===== config.mk =====
export PLATFORM = sky130hd
export DESIGN_NAME = fml_vga_arb
export DESIGN_NICKNAME = d
export VERILOG_FILES = /design/src/rtl/fml_vga_arb.sv
export SDC_FILE = /design/constraint.sdc
export NUM_CORES = 1
export LEC_CHECK = 0
export BUFFER_PORTS_ARGS = -buffer_cell sky130_fd_sc_hd__buf_2
export CAP_MARGIN = 20
export CORE_MARGIN = 2
export CORE_UTILIZATION = 32
export DETAILED_ROUTE_END_ITERATION = 7
export GPL_TIMING_DRIVEN = 0
export PLACE_DENSITY = 0.75
export RECOVER_POWER = 100
export REMOVE_ABC_BUFFERS = 1
export SLEW_MARGIN = 20
export SYNTH_ARGS = -nofsm -noshare
export SYNTH_HDL_FRONTEND = slang
export SYNTH_SLANG_ARGS = --single-unit

===== constraint.sdc =====
create_clock -name clk -period 2.1 [get_ports clk]
set_input_delay 0.525 -clock clk [delete_from_list [all_inputs] [get_ports clk]]
set_output_delay 0.525 -clock clk [all_outputs]
set_load 0.02 [all_outputs]

===== src/rtl/fml_vga_arb.sv =====
// Two-master FML arbiter: VGA fetch (port 0, priority) and CPU bridge (port 1),
// with a starvation limit on port 0 and write-data steering for the 8-beat data phase.
//
// state | meaning
// IDLE  | no grant; arbitrates when the data phase counter is zero
// GNT0  | port 0 drives the slave request until s_ack
// GNT1  | port 1 drives the slave request until s_ack
module fml_vga_arb #(
  parameter int fml_depth   = 20,
  parameter int vga_max_run = 4
) (
  input  logic                 clk,
  input  logic                 rst,

  input  logic [fml_depth-1:0] m0_adr,
  input  logic                 m0_stb,
  input  logic                 m0_we,
  output logic                 m0_ack,
  input  logic [1:0]           m0_sel,
  input  logic [15:0]          m0_di,
  output logic [15:0]          m0_do,

  input  logic [fml_depth-1:0] m1_adr,
  input  logic                 m1_stb,
  input  logic                 m1_we,
  output logic                 m1_ack,
  input  logic [1:0]           m1_sel,
  input  logic [15:0]          m1_di,
  output logic [15:0]          m1_do,

  output logic [fml_depth-1:0] s_adr,
  output logic                 s_stb,
  output logic                 s_we,
  input  logic                 s_ack,
  output logic [1:0]           s_sel,
  output logic [15:0]          s_do,
  input  logic [15:0]          s_di
);

  typedef enum logic [1:0] {IDLE, GNT0, GNT1} state_t;

  localparam logic [3:0] MAX_RUN = 4'(vga_max_run);

  state_t     state;
  logic [3:0] cnt;
  logic [3:0] run;
  logic       owner;

  logic arb, pick0, pick1, ack0, ack1;

  always_comb begin
    arb   = (state == IDLE) && (cnt == 4'd0);
    pick0 = arb && m0_stb && (!m1_stb || (run < MAX_RUN));
    pick1 = arb && !pick0 && m1_stb;
    ack0  = (state == GNT0) && s_ack;
    ack1  = (state == GNT1) && s_ack;
  end

  always_comb begin
    s_stb = 1'b0;
    s_adr = '0;
    s_we  = 1'b0;
    case (state)
      GNT0: begin
        s_stb = m0_stb;
        s_adr = m0_adr;
        s_we  = m0_we;
      end
      GNT1: begin
        s_stb = m1_stb;
        s_adr = m1_adr;
        s_we  = m1_we;
      end
      default: ;
    endcase
  end

  assign m0_ack = ack0;
  assign m1_ack = ack1;
  assign m0_do  = s_di;
  assign m1_do  = s_di;

  // Write beats follow whichever port owned the last acknowledged burst.
  always_comb begin
    s_do  = 16'h0000;
    s_sel = 2'b00;
    if (cnt != 4'd0) begin
      s_do  = owner ? m1_di  : m0_di;
      s_sel = owner ? m1_sel : m0_sel;
    end
  end

  always_ff @(posedge clk) begin
    if (rst) begin
      state <= IDLE;
      cnt   <= 4'd0;
      run   <= 4'd0;
      owner <= 1'b0;
    end else begin
      if (cnt != 4'd0)
        cnt <= cnt - 4'd1;

      case (state)
        IDLE: begin
          if (pick0)      state <= GNT0;
          else if (pick1) state <= GNT1;
        end
        GNT0: begin
          if (s_ack) begin
            owner <= 1'b0;
            cnt   <= 4'd8;
            state <= IDLE;
          end else if (!m0_stb) begin
            state <= IDLE;
          end
        end
        GNT1: begin
          if (s_ack) begin
            owner <= 1'b1;
            cnt   <= 4'd8;
            state <= IDLE;
          end else if (!m1_stb) begin
            state <= IDLE;
          end
        end
        default: state <= IDLE;
      endcase

      // run only matters while port 1 is waiting on port 0's bursts
      if (!m1_stb || ack1)
        run <= 4'd0;
      else if (ack0 && (run != 4'd15))
        run <= run + 4'd1;
    end
  end

endmodule


==> results of run 1 <==
layer usage:
layer  routed length (microns)  part of all wire [%]  track usage (%)  vias to the layer above
met1                      1710                    38             17.0                      714
met4                        80                   1.8             7.05                        0
li1                          -                     -                -                      802
met2                      1980                    44             26.6                      129
met5                         0                     0             7.78                        -
met3                       712                    16             9.38                        9
cell families after synthesis:
group / count (synthesis) / synth area share (%)
AO/OA/AOI/OAI: 32 / 15.6
XOR/XNOR: 5 / 3.11
adder cells (fa/ha/maj): 6 / 5.32
buffers and inverters: 49 / 21.8
flip-flops: 11 / 15.6
multiplexers: 19 / 13.5
AND/OR/NAND/NOR: 67 / 25.0
registers in the layout, indices dropped and copies added (netlist names):
register / cells
cnt: 4
owner: 1
run: 4
state: 2
cells in the mapped netlist:
master      n
nor2_1     26
o21a_1      1
nand2_1     4
a22oi_1    22
o21ai_0     3
xor2_1      2
nand4bb_1   1
dfxtp_1    11
nor3_1      2
nand2b_1    1
clkbuf_1    8
or3_1       1
ha_1        6
mux2i_1    19
buf_4      32
xnor2_1     3
nor2b_1    22
nand4_1     2
or3b_4      1
a21oi_1     5
inv_1       6
nand3b_1    1
nor3b_1     2
buf_2       3
a211oi_1    1
nand3_1     3
or3_2       1
layout make-up:
| cell class | count | share of cell area (%) |
|---|---|---|
| inverter | 6 | 1.13 |
| multi-input combinational | 129 | 47.5 |
| tap | 52 | 3.28 |
| timing repair buffer | 131 | 34.6 |
| clock buffer | 4 | 2.27 |
| sequential | 11 | 11.2 |
how the worst max path moves through the flow:
stage	slack, ns	end	from	cells after the start
floorplan	-0.58	s_do[0]	cnt[0]$_SDFF_PP0_	4
global placement	-1.07	s_do[2]	cnt[0]$_SDFF_PP0_	5
detailed placement	-0.11	s_stb	state[1]$_SDFFE_PP0P_	5
CTS	0.05	s_stb	state[1]$_SDFFE_PP0P_	5
global route	0.002	s_do[1]	cnt[0]$_SDFF_PP0_	6
finish	0.08	s_do[5]	cnt[0]$_SDFF_PP0_	6
power by group:
group	total (mW)	switching (mW)	internal, mW
clock network	0.217	0.0838	0.134
registers	0.360	0.0931	0.267
logic	1.93	1.05	0.885
total	2.51	1.22	1.29
what timing repair did:
item	CTS	global route
pin swaps	0	1
endpoints found under the hold margin	0	0
buffers inserted	2	3
gates resized for setup	8	9
gates cloned	0	1
setup endpoints to repair	42	38
worst register-to-register path: stages (launching register included):
cell and delay, ns:
dfxtp_1 0.31, inv_2 0.10, ha_4 0.16, nor3b_4 0.30
clkbuf_1 0.21, nand4_1 0.16, or3_1 0.33, a21oi_1 0.12
through the flow:
step / power, mW / area, sq um / cells
after CTS: 2.39 / 1930 / 329
after floorplan: 1.48 / 1120 / 146
final: 2.51 / 1980 / 333
after detailed placement: 2.01 / 1830 / 323
after global routing: 2.71 / 1980 / 333
after global placement: 1.95 / 1810 / 322
==> results.json, run 1 <==
{
  "drc": 0,
  "yosysWarnings": 0,
  "worstHoldStart": "rst",
  "cts.sinks": 11,
  "path_class": "flop to output port",
  "final_common_cell": "buf_2",
  "worst_slew_pin_slew_ns": 0.546,
  "r2r_cells": 7,
  "rsz0062_at_grt": "no",
  "ant_nets": 0,
  "gr-total-overflow": 0,
  "viasPerCell": 4.97,
  "gp_congestion": 0.750,
  "slew_headroom_pct": 63.6,
  "num_vias": 1654,
  "rrSetupSlack_ns": 0.34,
  "drv_cap": 0,
  "seqCellArea_sq_um": 223,
  "cp-end-kind": "output port",
  "dieArea_sq_um": 4950,
  "fp-row-count": 24,
  "drt_wl_total_microns": 4480,
  "max-vdd-ir-drop_mv": 0.705,
  "grt_pass1_wl_microns": 6670,
  "cts-hold-fix-buffers": 0,
  "finalWorstSetupSlack_ns": 0.0767,
  "syn-mean-instance-area_sq_um": 7.46,
  "drtIter0Drc": 27,
  "setup_violations": 0,
  "fillers": 437,
  "die_h_microns": 70.4,
  "cp_top_family": "buffers and inverters",
  "power_density_nw_per_um2": 1260,
  "layout_common_cells": "buf_2, nor2_1, clkbuf_2",
  "numCtsBuffers": 3,
  "crit_buf_inv": 3,
  "synth_seq_cells": 11,
  "area_growth_pct": 40.7,
  "fin_skew_ns": 0.00403,
  "cts_buffer_depth": 2,
  "first_pass_iters": 4,
  "slowest_delay_ns": 0.31,
  "regToRegEndpoint": "state[0]$_SDFFE_PP0P_",
  "die_w_microns": 70.4,
  "multi_input_area_sq_um": 943,
  "coreArea_sq_um": 4290,
  "post_route_cells_drive_above_1_share_pct": 51.2,
  "htree_levels": 1,
  "ios": 173,
  "grtUsageTotal_pct": 16.5,
  "cp.arrival_ns": 1.50,
  "hold_path_end": "owner$_SDFFE_PP0P_",
  "min_path_cells": 2,
  "initial_core_util_pct": 32.8,
  "setup_tns_ns": 0,
  "clk_pin_slew_ns": 0.05,
  "finalMaxSlewViolations": 0,
  "wl_per_cell_microns": 13.5,
  "p_leak_nw": 0.940,
  "worstPathRequired_ns": 1.57,
  "synthCells": 189,
  "seq_area_frac_synth_pct": 15.6,
  "synth_top_cell_by_area": "buf_4",
  "final_util_pct": 46.2,
  "min_period_ns": 2.02,
  "crit_chain": "inv_2 > ha_4 > nor3b_4 > buf_6 > nor2_1 > buf_2",
  "yosysTopAreaCellShare_pct": 17.0,
  "grt_pass1_vias": 1513,
  "r2r_start": "cnt[0]$_SDFF_PP0_",
  "fmax_mhz": 494,
  "final_nets": 387,
  "cts_tree": "yes",
  "grt_max_degree": 26,
  "finalHoldViolCount": 0,
  "antenna_cells": 0,
  "place_ws_ns": -0.115,
  "finalCritPeriodShare_pct": 96.3,
  "hp-class": "primary input to flop",
  "antenna_found_initial": 0,
  "synth.area.top_cells": "buf_4, dfxtp_1, mux2i_1, a22oi_1, nor2b_1",
  "status": "finished clean",
  "netlist_area_sq_um": 1410,
  "post-dp-hpwl_microns": 3290,
  "critPathLaunchType": "flop",
  "holdWs_ns": 0.503,
  "synth_cell_type_count": 27,
  "clk_latency_ns": 0.24,
  "cp_slowest_cell": "dfxtp_1",
  "cts-root-buf": "clkbuf_8",
  "critPathMaxFanout": 7,
  "io_buffers": 124
}
(Power assumes the default switching activity.)
==> run 2, diff against run 1 <==
==> constraint.sdc (replaced) <==
create_clock -name clk -period 2.1 [get_ports clk]
set_input_delay 0.42 -clock clk [delete_from_list [all_inputs] [get_ports clk]]
set_output_delay 0.42 -clock clk [all_outputs]
set_load 0.02 [all_outputs]
==> run 2 against run 1 <==
  * Sequential share of layout area is 0.28 points higher
  * Final cell count fell by 1.2%
  * Sequential cell count unchanged
  * Critical endpoint is now s_adr[8]
  * Die area did not move
  * Via count is 1.0% lower
  * Hold slack worse by 0.11 ns
  * Critical path type unchanged
  * Combinational power is 7% lower
  * Largest power group unchanged
  * Sequential power is 3% lower
==> results.json, run 2 (synthesis gave the netlist of run 1 again) <==
{
  "initial_core_util_pct": 32.8,
  "wl_per_cell_microns": 13.1,
  "cts.sinks": 11,
  "post-dp-hpwl_microns": 3290,
  "cts_buffer_depth": 2,
  "antenna_cells": 0,
  "area_growth_pct": 36.6,
  "crit_cells": 4,
  "min_path_cells": 2,
  "drv_cap": 0,
  "r2r_cells": 6,
  "fin_skew_ns": 0.00410,
  "final_nets": 383,
  "fillers": 443,
  "status": "finished clean",
  "cts-root-buf": "clkbuf_8",
  "hp-class": "primary input to flop",
  "max-vdd-ir-drop_mv": 0.548,
  "clk_pin_slew_ns": 0.05,
  "io_buffers": 124,
  "rsz0062_at_grt": "no",
  "first_pass_iters": 4,
  "final_util_pct": 44.8,
  "gp_congestion": 0.750,
  "final_common_cell": "buf_2",
  "slew_headroom_pct": 64.3,
  "grtUsageTotal_pct": 16.5,
  "path_class": "flop to output port",
  "crit_buf_inv": 2,
  "drtIter0Drc": 32,
  "routed.top_layer": "met4",
  "grt_pass1_wl_microns": 6660,
  "dieArea_sq_um": 4950,
  "slowest_delay_ns": 0.40,
  "num_vias": 1637,
  "grt_max_degree": 26,
  "ant_nets": 0,
  "largestRegisters": "cnt x4, run x4, state x2",
  "finalCritPeriodShare_pct": 94.2,
  "wl_met1_microns": 1640,
  "cts_tree": "yes",
  "cp_top_family": "adder cells",
  "fmax_mhz": 506,
  "post_route_cells_drive_above_1_share_pct": 48.0,
  "numCtsBuffers": 3,
  "met3_length_microns": 703,
  "coreArea_sq_um": 4290,
  "crit_chain": "inv_1 > ha_4 > nor2b_1 > clkbuf_1",
  "ios": 173,
  "holdWs_ns": 0.396,
  "min_period_ns": 1.98,
  "worstHoldStart": "rst",
  "cp.arrival_ns": 1.56,
  "finalHoldViolCount": 0,
  "gr-total-overflow": 0,
  "wl_met2_microns": 1890,
  "critPathLaunchType": "flop",
  "worstPathRequired_ns": 1.68,
  "fp-row-count": 24,
  "die_w_microns": 70.4,
  "die_h_microns": 70.4,
  "cp-end-kind": "output port",
  "grt_pass1_vias": 1505,
  "critPathMaxFanout": 23,
  "viasPerCell": 4.98,
  "setup_violations": 0,
  "total_power_mw": 2.36,
  "r2r_start": "cnt[0]$_SDFF_PP0_",
  "layout_common_cells": "buf_2, clkbuf_2, nor2_1",
  "htree_levels": 1,
  "drt_wl_total_microns": 4300,
  "cp_slowest_cell": "ha_4",
  "setup_tns_ns": 0,
  "antenna_found_initial": 0,
  "finalMaxSlewViolations": 0,
  "p_leak_nw": 0.908,
  "critPathLaunch": "state[0]$_SDFFE_PP0P_",
  "drc": 0,
  "power_density_nw_per_um2": 1230,
  "clk_latency_ns": 0.24,
  "worst_slew_pin_slew_ns": 0.535
}
[run 2: report_power, final]
| group | switching, mW | internal [mW] |
|---|---|---|
| clock network | 0.0850 | 0.134 |
| logic | 1.00 | 0.791 |
| registers | 0.0858 | 0.265 |
| total | 1.17 | 1.19 |
[run 2: timing repair]
item / 4_1_cts / 5_1_grt
buffers inserted: 2 / 0
hold buffers: 0 / 0
gates resized for setup: 5 / 3
endpoints found under the setup margin: 42 / 23
[run 2: area by class of cell]
type	instances	area, sq um	share of cell area, %
Timing Repair Buffer	127	643	33.4
Inverter	6	22.5	1.17
Clock buffer	4	45.0	2.34
Tap cell	52	65.1	3.38
Multi-Input combinational cell	129	928	48.2
Sequential cell	11	221	11.5
[run 2: routing by layer]
layer	global-route usage, %	vias to the layer above
met5	7.78	-
met4	6.84	0
met3	9.38	7
met2	26.0	126
met1	17.5	709
li1	-	795
[run 2: final timing paths]
| path | slack (ns) | end |
|---|---|---|
| max | 0.12 | s_adr[8] |
| min | 0.40 | owner$_SDFFE_PP0P_ |
| max reg2reg | 0.31 | state[0]$_SDFFE_PP0P_ |
| min reg2reg | 0.52 | cnt[1]$_SDFF_PP0_ |
[run 2: through the flow]
step | worst slack (ns) | instances | instance area, sq um
after floorplan | -0.472 | 146 | 1120
after global placement | -1.02 | 322 | 1810
after detailed placement | -0.00972 | 323 | 1830
after CTS | 0.0294 | 329 | 1900
after global routing | 0.0288 | 329 | 1930
final | 0.123 | 329 | 1930
==> run 3, diff against run 2 <==
--- a/config.mk
+++ b/config.mk
@@ -11,2 +11,3 @@
 export CORE_UTILIZATION = 32
+export CTS_CLUSTER_DIAMETER = 50
 export DETAILED_ROUTE_END_ITERATION = 7
==> constraint.sdc (replaced) <==
create_clock -name clk -period 2.1 [get_ports clk]
set_input_delay 0.21 -clock clk [delete_from_list [all_inputs] [get_ports clk]]
set_output_delay 0.21 -clock clk [all_outputs]
set_load 0.02 [all_outputs]
==> run 3 against run 2 <==
  * Final cell count unchanged
  * Critical path depth decreased by 1
  * Non-clock buffer count unchanged
  * Count of clock-buffer cells in the layout unchanged
  * Register-to-register slack about the same
  * Critical path type unchanged
  * Critical endpoint is now s_do[12]
==> results.json, run 3 (synthesis gave the netlist of run 1 again) <==
{
  "status": "finished clean",
  "rrSetupSlack_ns": 0.32,
  "max-vdd-ir-drop_mv": 0.662,
  "cp-end-kind": "output port",
  "layout_common_cells": "buf_2, clkbuf_2, nor2_1",
  "setup_violations": 0,
  "r2r_start": "cnt[0]$_SDFF_PP0_",
  "largestRegisters": "cnt x4, run x4, state x2",
  "fin_skew_ns": 0.00422,
  "critPathLaunchType": "flop",
  "final_util_pct": 44.0,
  "grtUsageTotal_pct": 16.1,
  "p_leak_nw": 0.895,
  "coreArea_sq_um": 4290,
  "viasPerCell": 4.95,
  "worst_slew_pin_slew_ns": 1.01,
  "clk_latency_ns": 0.24,
  "first_pass_iters": 4,
  "dieArea_sq_um": 4950,
  "power_density_nw_per_um2": 1200,
  "gr-total-overflow": 0,
  "antenna_cells": 0,
  "dp_cells": 323,
  "die_w_microns": 70.4,
  "htree_levels": 1,
  "drt_wl_total_microns": 4170,
  "cp.arrival_ns": 1.76,
  "rsz0062_at_grt": "no",
  "critPathMaxFanout": 19,
  "regToRegEndpoint": "state[0]$_SDFFE_PP0P_",
  "slew_headroom_pct": 32.5,
  "holdWs_ns": 0.196,
  "path_class": "flop to output port",
  "worstPathRequired_ns": 1.89,
  "cts_buffer_depth": 2,
  "finalCritPeriodShare_pct": 93.8,
  "slowest_delay_ns": 0.98,
  "grt_max_degree": 26,
  "cp_slowest_cell": "dfxtp_1",
  "antenna_found_initial": 0,
  "layout.cells.non_filler": 329,
  "area_growth_pct": 34.0,
  "crit_buf_inv": 1,
  "cp_top_family": "flip-flops",
  "crit_chain": "mux2i_1 > nor2_1 > clkbuf_1",
  "numCtsBuffers": 3,
  "ios": 173,
  "cts.sinks": 11,
  "seqCellArea_sq_um": 220,
  "fp-row-count": 24,
  "setup_tns_ns": 0,
  "cts_tree": "yes",
  "drv_cap": 0,
  "worstHoldStart": "rst",
  "min_path_cells": 2,
  "ant_nets": 0,
  "multi_input_area_sq_um": 896,
  "clk_pin_slew_ns": 0.05,
  "wl_per_cell_microns": 12.7,
  "initial_core_util_pct": 32.8,
  "finalMaxSlewViolations": 0,
  "finalWorstSetupSlack_ns": 0.129,
  "final_nets": 383,
  "finalHoldViolCount": 0,
  "fmax_mhz": 507,
  "die_h_microns": 70.4,
  "grt_pass1_wl_microns": 6530,
  "hp-class": "primary input to flop",
  "post_route_cells_drive_above_1_share_pct": 46.6,
  "r2r_cells": 6,
  "post-dp-hpwl_microns": 3290,
  "place_ws_ns": 0.0915,
  "io_buffers": 124,
  "min_period_ns": 1.97,
  "grt_pass1_vias": 1489,
  "drtIter0Drc": 35,
  "hold_path_end": "state[0]$_SDFFE_PP0P_",
  "cts-root-buf": "clkbuf_8",
  "gp_congestion": 0.750,
  "fillers": 444,
  "num_vias": 1629,
  "final_common_cell": "buf_2",
  "drc": 0
}
run 3: cell types whose count changed in the layout (fill, tap and decap cells not counted), moves of 2 or more:
cell / before / now
clkbuf_1: 4 / 6
buf_2: 85 / 82
ha_2: 0 / 2
ha_4: 3 / 0
run 3: area by class of cell:
cell class | instances | area share, %
repair buffers | 127 | 33.9
clock buffers | 4 | 2.38
inverters | 6 | 1.19
well taps | 52 | 3.44
multi-input cells | 129 | 47.4
flip-flops and latches | 11 | 11.7
run 3: what timing repair did:
action | 4_1_cts | 5_1_grt
buffers inserted | 0 | 2
hold buffers | 0 | 0
endpoints found under the hold margin | 0 | 0
resized for setup | 2 | 1
setup endpoints to repair | 7 | 25
run 3: how the worst max path moves through the flow:
stage | startpoint | to | slack (ns) | depth (start not counted)
2_1_floorplan | cnt[0]$_SDFF_PP0_ | state[0]$_SDFFE_PP0P_ | -0.43 | 6
3_3_place_gp | cnt[0]$_SDFF_PP0_ | state[0]$_SDFFE_PP0P_ | -1.02 | 6
3_5_place_dp | state[1]$_SDFFE_PP0P_ | run[3]$_SDFFE_PP0P_ | 0.09 | 6
4_1_cts | state[0]$_SDFFE_PP0P_ | s_adr[16] | 0.005 | 5
5_1_grt | owner$_SDFFE_PP0P_ | s_do[1] | 0.03 | 3
6_report | owner$_SDFFE_PP0P_ | s_do[12] | 0.13 | 3
run 3: power by group:
group / switching (mW) / internal [mW]
combinational: 0.974 / 0.733
sequential: 0.0799 / 0.264
clock: 0.0835 / 0.134
total: 1.14 / 1.13
run 3: through the flow:
step                      power [mW]  cell area, sq um
after detailed placement        2.01              1830
after global placement          1.95              1810
after global routing            2.47              1890
after floorplan                 1.48              1120
final                           2.27              1890
after CTS                       2.27              1880
run 3: per-layer routing:
| metal | global-route usage (%) | wire [microns] |
|---|---|---|
| met5 | 7.78 | 0 |
| met4 | 6.41 | 57 |
| met3 | 9.52 | 707 |
| met2 | 25.4 | 1830 |
| met1 | 17.0 | 1580 |
